[src/rtl/mmio_timer.sv]
// Memory-mapped countdown timer: CTRL/PRESET/COUNT word registers and a level interrupt
// that the CPU acknowledges by storing to CTRL.
module mmio_timer #(
  parameter logic [31:0] BASE_ADDR = 32'h0000_7f00
) (
  input  logic        clk,
  input  logic        reset,
  input  logic [31:0] addr,
  input  logic [3:0]  byteen,
  input  logic [31:0] wdata,
  output logic [31:0] rdata,
  output logic        irq
);

  typedef enum logic [1:0] {StIdle, StLoad, StCnt, StInt} state_e;

  localparam logic [29:0] CtrlWord   = BASE_ADDR[31:2];
  localparam logic [29:0] PresetWord = BASE_ADDR[31:2] + 30'd1;
  localparam logic [29:0] CountWord  = BASE_ADDR[31:2] + 30'd2;

  state_e      state_q, state_d;
  logic [3:0]  ctrl_q, ctrl_d;
  logic [31:0] preset_q, preset_d;
  logic [31:0] count_q, count_d;
  logic        pend_q, pend_d;

  logic sel_ctrl, sel_preset, sel_count;
  logic wr_any, wr_ctrl, wr_preset, cpu_en_wr;
  logic en_eff, auto_reload;
  logic unused_addr_lsb;

  // Byte offset within a word carries no meaning for word registers.
  assign unused_addr_lsb = ^addr[1:0];

  assign sel_ctrl   = (addr[31:2] == CtrlWord);
  assign sel_preset = (addr[31:2] == PresetWord);
  assign sel_count  = (addr[31:2] == CountWord);
  assign wr_any     = |byteen;
  assign wr_ctrl    = wr_any & sel_ctrl;
  assign wr_preset  = wr_any & sel_preset;
  assign cpu_en_wr  = wr_ctrl & byteen[0];

  assign auto_reload = (ctrl_q[2:1] == 2'b01);
  assign irq         = ctrl_q[3] & pend_q;

  always_comb begin
    rdata = 32'h0;
    if (sel_ctrl) begin
      rdata = {28'h0, ctrl_q};
    end else if (sel_preset) begin
      rdata = preset_q;
    end else if (sel_count) begin
      rdata = count_q;
    end
  end

  always_comb begin
    ctrl_d   = ctrl_q;
    preset_d = preset_q;
    count_d  = count_q;
    pend_d   = pend_q;
    state_d  = state_q;

    if (cpu_en_wr) begin
      ctrl_d = wdata[3:0];
    end
    if (wr_preset) begin
      for (int i = 0; i < 4; i++) begin
        if (byteen[i]) begin
          preset_d[8*i +: 8] = wdata[8*i +: 8];
        end
      end
    end

    // Outside IDLE a concurrent CPU disable is honoured on the same edge.
    en_eff = ctrl_d[0];

    unique case (state_q)
      StIdle: begin
        if (ctrl_q[0]) begin
          state_d = StLoad;
        end
      end
      StLoad: begin
        count_d = preset_q;
        state_d = en_eff ? StCnt : StIdle;
      end
      StCnt: begin
        if (!en_eff) begin
          state_d = StIdle;
        end else if (count_q == 32'h0) begin
          state_d = StInt;
          pend_d  = 1'b1;
        end else begin
          count_d = count_q - 32'd1;
        end
      end
      StInt: begin
        if (!en_eff) begin
          state_d = StIdle;
        end else if (auto_reload) begin
          pend_d  = 1'b0;
          state_d = StLoad;
        end else begin
          if (!cpu_en_wr) begin
            ctrl_d[0] = 1'b0;
          end
          state_d = StIdle;
        end
      end
      default: state_d = StIdle;
    endcase

    // Acknowledge beats a same-edge expiry.
    if (wr_ctrl) begin
      pend_d = 1'b0;
    end
  end

  always_ff @(posedge clk or posedge reset) begin
    if (reset) begin
      state_q  <= StIdle;
      ctrl_q   <= 4'h0;
      preset_q <= 32'h0;
      count_q  <= 32'h0;
      pend_q   <= 1'b0;
    end else begin
      state_q  <= state_d;
      ctrl_q   <= ctrl_d;
      preset_q <= preset_d;
      count_q  <= count_d;
      pend_q   <= pend_d;
    end
  end

endmodule
[config.mk]
export PLATFORM = sky130hd
export DESIGN_NAME = mmio_timer
export DESIGN_NICKNAME = d
export VERILOG_FILES = /design/src/rtl/mmio_timer.sv
export SDC_FILE = /design/constraint.sdc
export NUM_CORES = 1
export LEC_CHECK = 0
export CORE_MARGIN = 3
export CORE_UTILIZATION = 51
export DETAILED_ROUTE_END_ITERATION = 12
export PLACE_DENSITY = 0.81
export SYNTH_ARGS = -nofsm -noshare
export SYNTH_HDL_FRONTEND = slang
export SYNTH_SLANG_ARGS = --single-unit
[constraint.sdc]
create_clock -name clk -period 5.75 [get_ports clk]
set_input_delay 1.15 -clock clk [delete_from_list [all_inputs] [get_ports clk]]
set_output_delay 1.15 -clock clk [all_outputs]
set_load 0.01 [all_outputs]
==> metrics <==
status=complete, no violations; routability cong.=0.9214; fin nets=633; Max rail drop VDD=0.0001317 V; most frequent cells in the layout=clkdlybuf4s50_1, dfrtp_1, nand2_1; via count=4,415; Final setup viols=0; Worst-Margin Slew=1.130 ns; Post-Syn Nets=555; diode count=0; busiest grt layer=met2; width of the die=99.88 um; Initial Utilization=0.5362; combinational power share=0.080; worst setup slack after layout=0.7691 ns; distinct cell type count after synthesis=67; gr ovfl total=0; Routed WL per cell=19.57 um; Int Pwr=792.7 uW; grt met1 use=0.3637; Detailed Routing Iterations Pass 1=5; WP data arrival=3.83 ns; Max clock buf depth=2; flop2flop setup slack=2.78 ns; CTS tree=yes; # hold bufs at CTS=0; number of synthesized flops with an enable pin=0; FF+latch count, synth=71; clock-pin slew on the worst setup and hold paths=0.07 ns; CP Launch Type=input pin; Slew HR=0.2436; synthesized instance count=483; Critical Path RT=4.60 ns; Clk pwr share=0.429; clock sinks=71; clk root buf=clkbuf_8; CP endpoint kind=output pin; commonest non-fill, non-tap cell in the layout=clkdlybuf4s50_1; ys flop type=dfrtp_1; Final HPWL DP=8734 um; min Tclk post-route=4.981 ns; Antenna Nets Post-Route=0; Core ar.=8382 um^2; Post-CTS Setup Bufs=0; Inst Count DP=655; clock latency on the worst-skew pair=0.36 ns; post-CTS resize count=0; total die area=9975 um^2; Async SR Flop Fraction=1.000; pre-CTS WS=0.8083 ns; Via density=6.580; DR iter-0 viols=454; grt met2 use=0.4156; Sw Share=0.2240; Worst Hold Class=reg -> reg; antenna violations before repair=0; GRT Total Usage=0.2643; drt total wl=13,130 um; Layout Cells excl Fill=671; Crit Path Category=in -> out; CTS Buf Count=9; RSZ-0062 raised after global routing=no; Worst Skew=0.006488 ns; DP Area=5505 um^2; Fin Setup TNS=0 ns; YS warnings=0; max-slew violations=0; Peak Freq=200.8 MHz; met3 usage=0.04864; Seq/Total Area, Yosys=0.3953; Psw=228.9 uW; fin util=0.6813; LEAKAGE=0.002530 uW; number of port buffers=100; fin area=5710 um^2; worst-path fanout max=17; Synth-to-Final Area Change=27.06%; layout cells sized above 1=0.1219; Die Ht=99.88 um; DRC=0; number of global-route vias before repair=4,250; standard-cell rows=33; H-tree Lvls=3; total of max-cap violations=0; largest net degree at the start of global routing=72; final hold violation count=0; Final period util=0.8663; IO Pins=103; Mean Syn Cell Area=9.305 um^2; pwr/cell area=178.9 nW/um^2; first-pass GRT wire length=21,420 um; Cell Area, Synth=4494 um^2; register share of total power=0.490
## through the flow
stage               total power [uW]  hold WS, ns
floorplan                      535.7       0.4727
CTS                             1020       0.5326
detailed placement             592.5       0.5170
global route                    1048       0.5487
finish                          1022       0.5332
global placement               590.5       0.5048
## worst max-delay path, cell delays in order
cell	delay, ns
clkdlybuf4s50_1	0.45
nor4b_1	0.35
nand4_1	0.25
or3_1	0.50
nor2_2	0.13
buf_4	0.25
a22o_1	0.20
clkdlybuf4s50_1	0.54
## logic make-up (layout without fill, tap and decap cells)
kind of cell / Yosys count / in the layout / synth area share
fa+ha+maj: 2 / 2 / 0.005567
simple gates: 204 / 204 / 0.2461
compound gates: 114 / 114 / 0.1999
flops: 71 / 71 / 0.3953
buf+inv: 50 / 133 / 0.04983
mux: 42 / 42 / 0.1033
## layer usage
layer | vias to the layer above | share of wire
met4 | 0 | 0.030
met2 | 228 | 0.46
met1 | 2122 | 0.43
met5 | - | 0
met3 | 39 | 0.079
li1 | 2026 | -
## path summary, 6_finish.rpt
path,cells after the start,start,end
worst max-delay path,8,addr[16],rdata[9]
worst min-delay path,1,ctrl_q[2],ctrl_q[2]
worst max register to register,8,count_q[0],count_q[30]
worst min register to register,1,ctrl_q[2],ctrl_q[2]
max in group asynchronous,3,reset,count_q[14]
min in group asynchronous,3,reset,preset_q[12]
## synthesized netlist by cell type (3+ instances only)
master    instances  share of area
nand2b_1          3         0.0042
o21ai_0           9          0.010
a21oi_1           7         0.0078
buf_6             3         0.0075
or4_1             7          0.012
nand3_1          22          0.024
mux2i_1           7          0.016
a31oi_1           6         0.0084
a211oi_1         10          0.017
nand3b_1          3         0.0050
a221oi_1          3         0.0058
clkbuf_1         27          0.023
or3_1            13          0.018
o211ai_1          3         0.0050
a311o_1           4         0.0089
and3_1            7         0.0097
a21o_1            3         0.0050
dfrtp_1          71           0.40
buf_2             4         0.0045
nor2_1           25          0.021
o311ai_0          5         0.0097
inv_1             9         0.0075
o311a_1           3         0.0067
nor3_1           20          0.022
a22o_1           28          0.055
nand2_1          47          0.039
mux2_2           35          0.088
o22ai_1           8          0.011
nor2b_1           7         0.0097
nor4b_1           4         0.0078
buf_1             4         0.0033
nand4_1           9          0.013
nor4_1           20          0.028
o31ai_1           7          0.012
## sequential cells by signal (all words and copies together) (netlist names)
register	cells
preset_q	32
pend_q	1
ctrl_q	4
count_q	32
state_q	2
## power by group through the flow
stage | Combinational, uW | Sequential, uW | Clock, uW
final | 82.0 | 501 | 439
after global routing | 89.5 | 501 | 458
after CTS | 82.3 | 501 | 437
after detailed placement | 81.9 | 511 | 0
after global placement | 79.9 | 511 | 0
after floorplan | 25.7 | 510 | 0
## layout make-up
| class | instances | area, um^2 |
|---|---|---|
| clock buffers | 12 | 135.1 |
| flip-flops and latches | 71 | 1777 |
| inverters | 9 | 33.78 |
| multi-input cells | 362 | 2502 |
| clock inverters | 4 | 70.07 |
| well taps | 105 | 131.4 |
| repair buffers | 108 | 1061 |
| fillers | 675 | 2671 |
No activity file was read; power rests on OpenSTA's default activity.
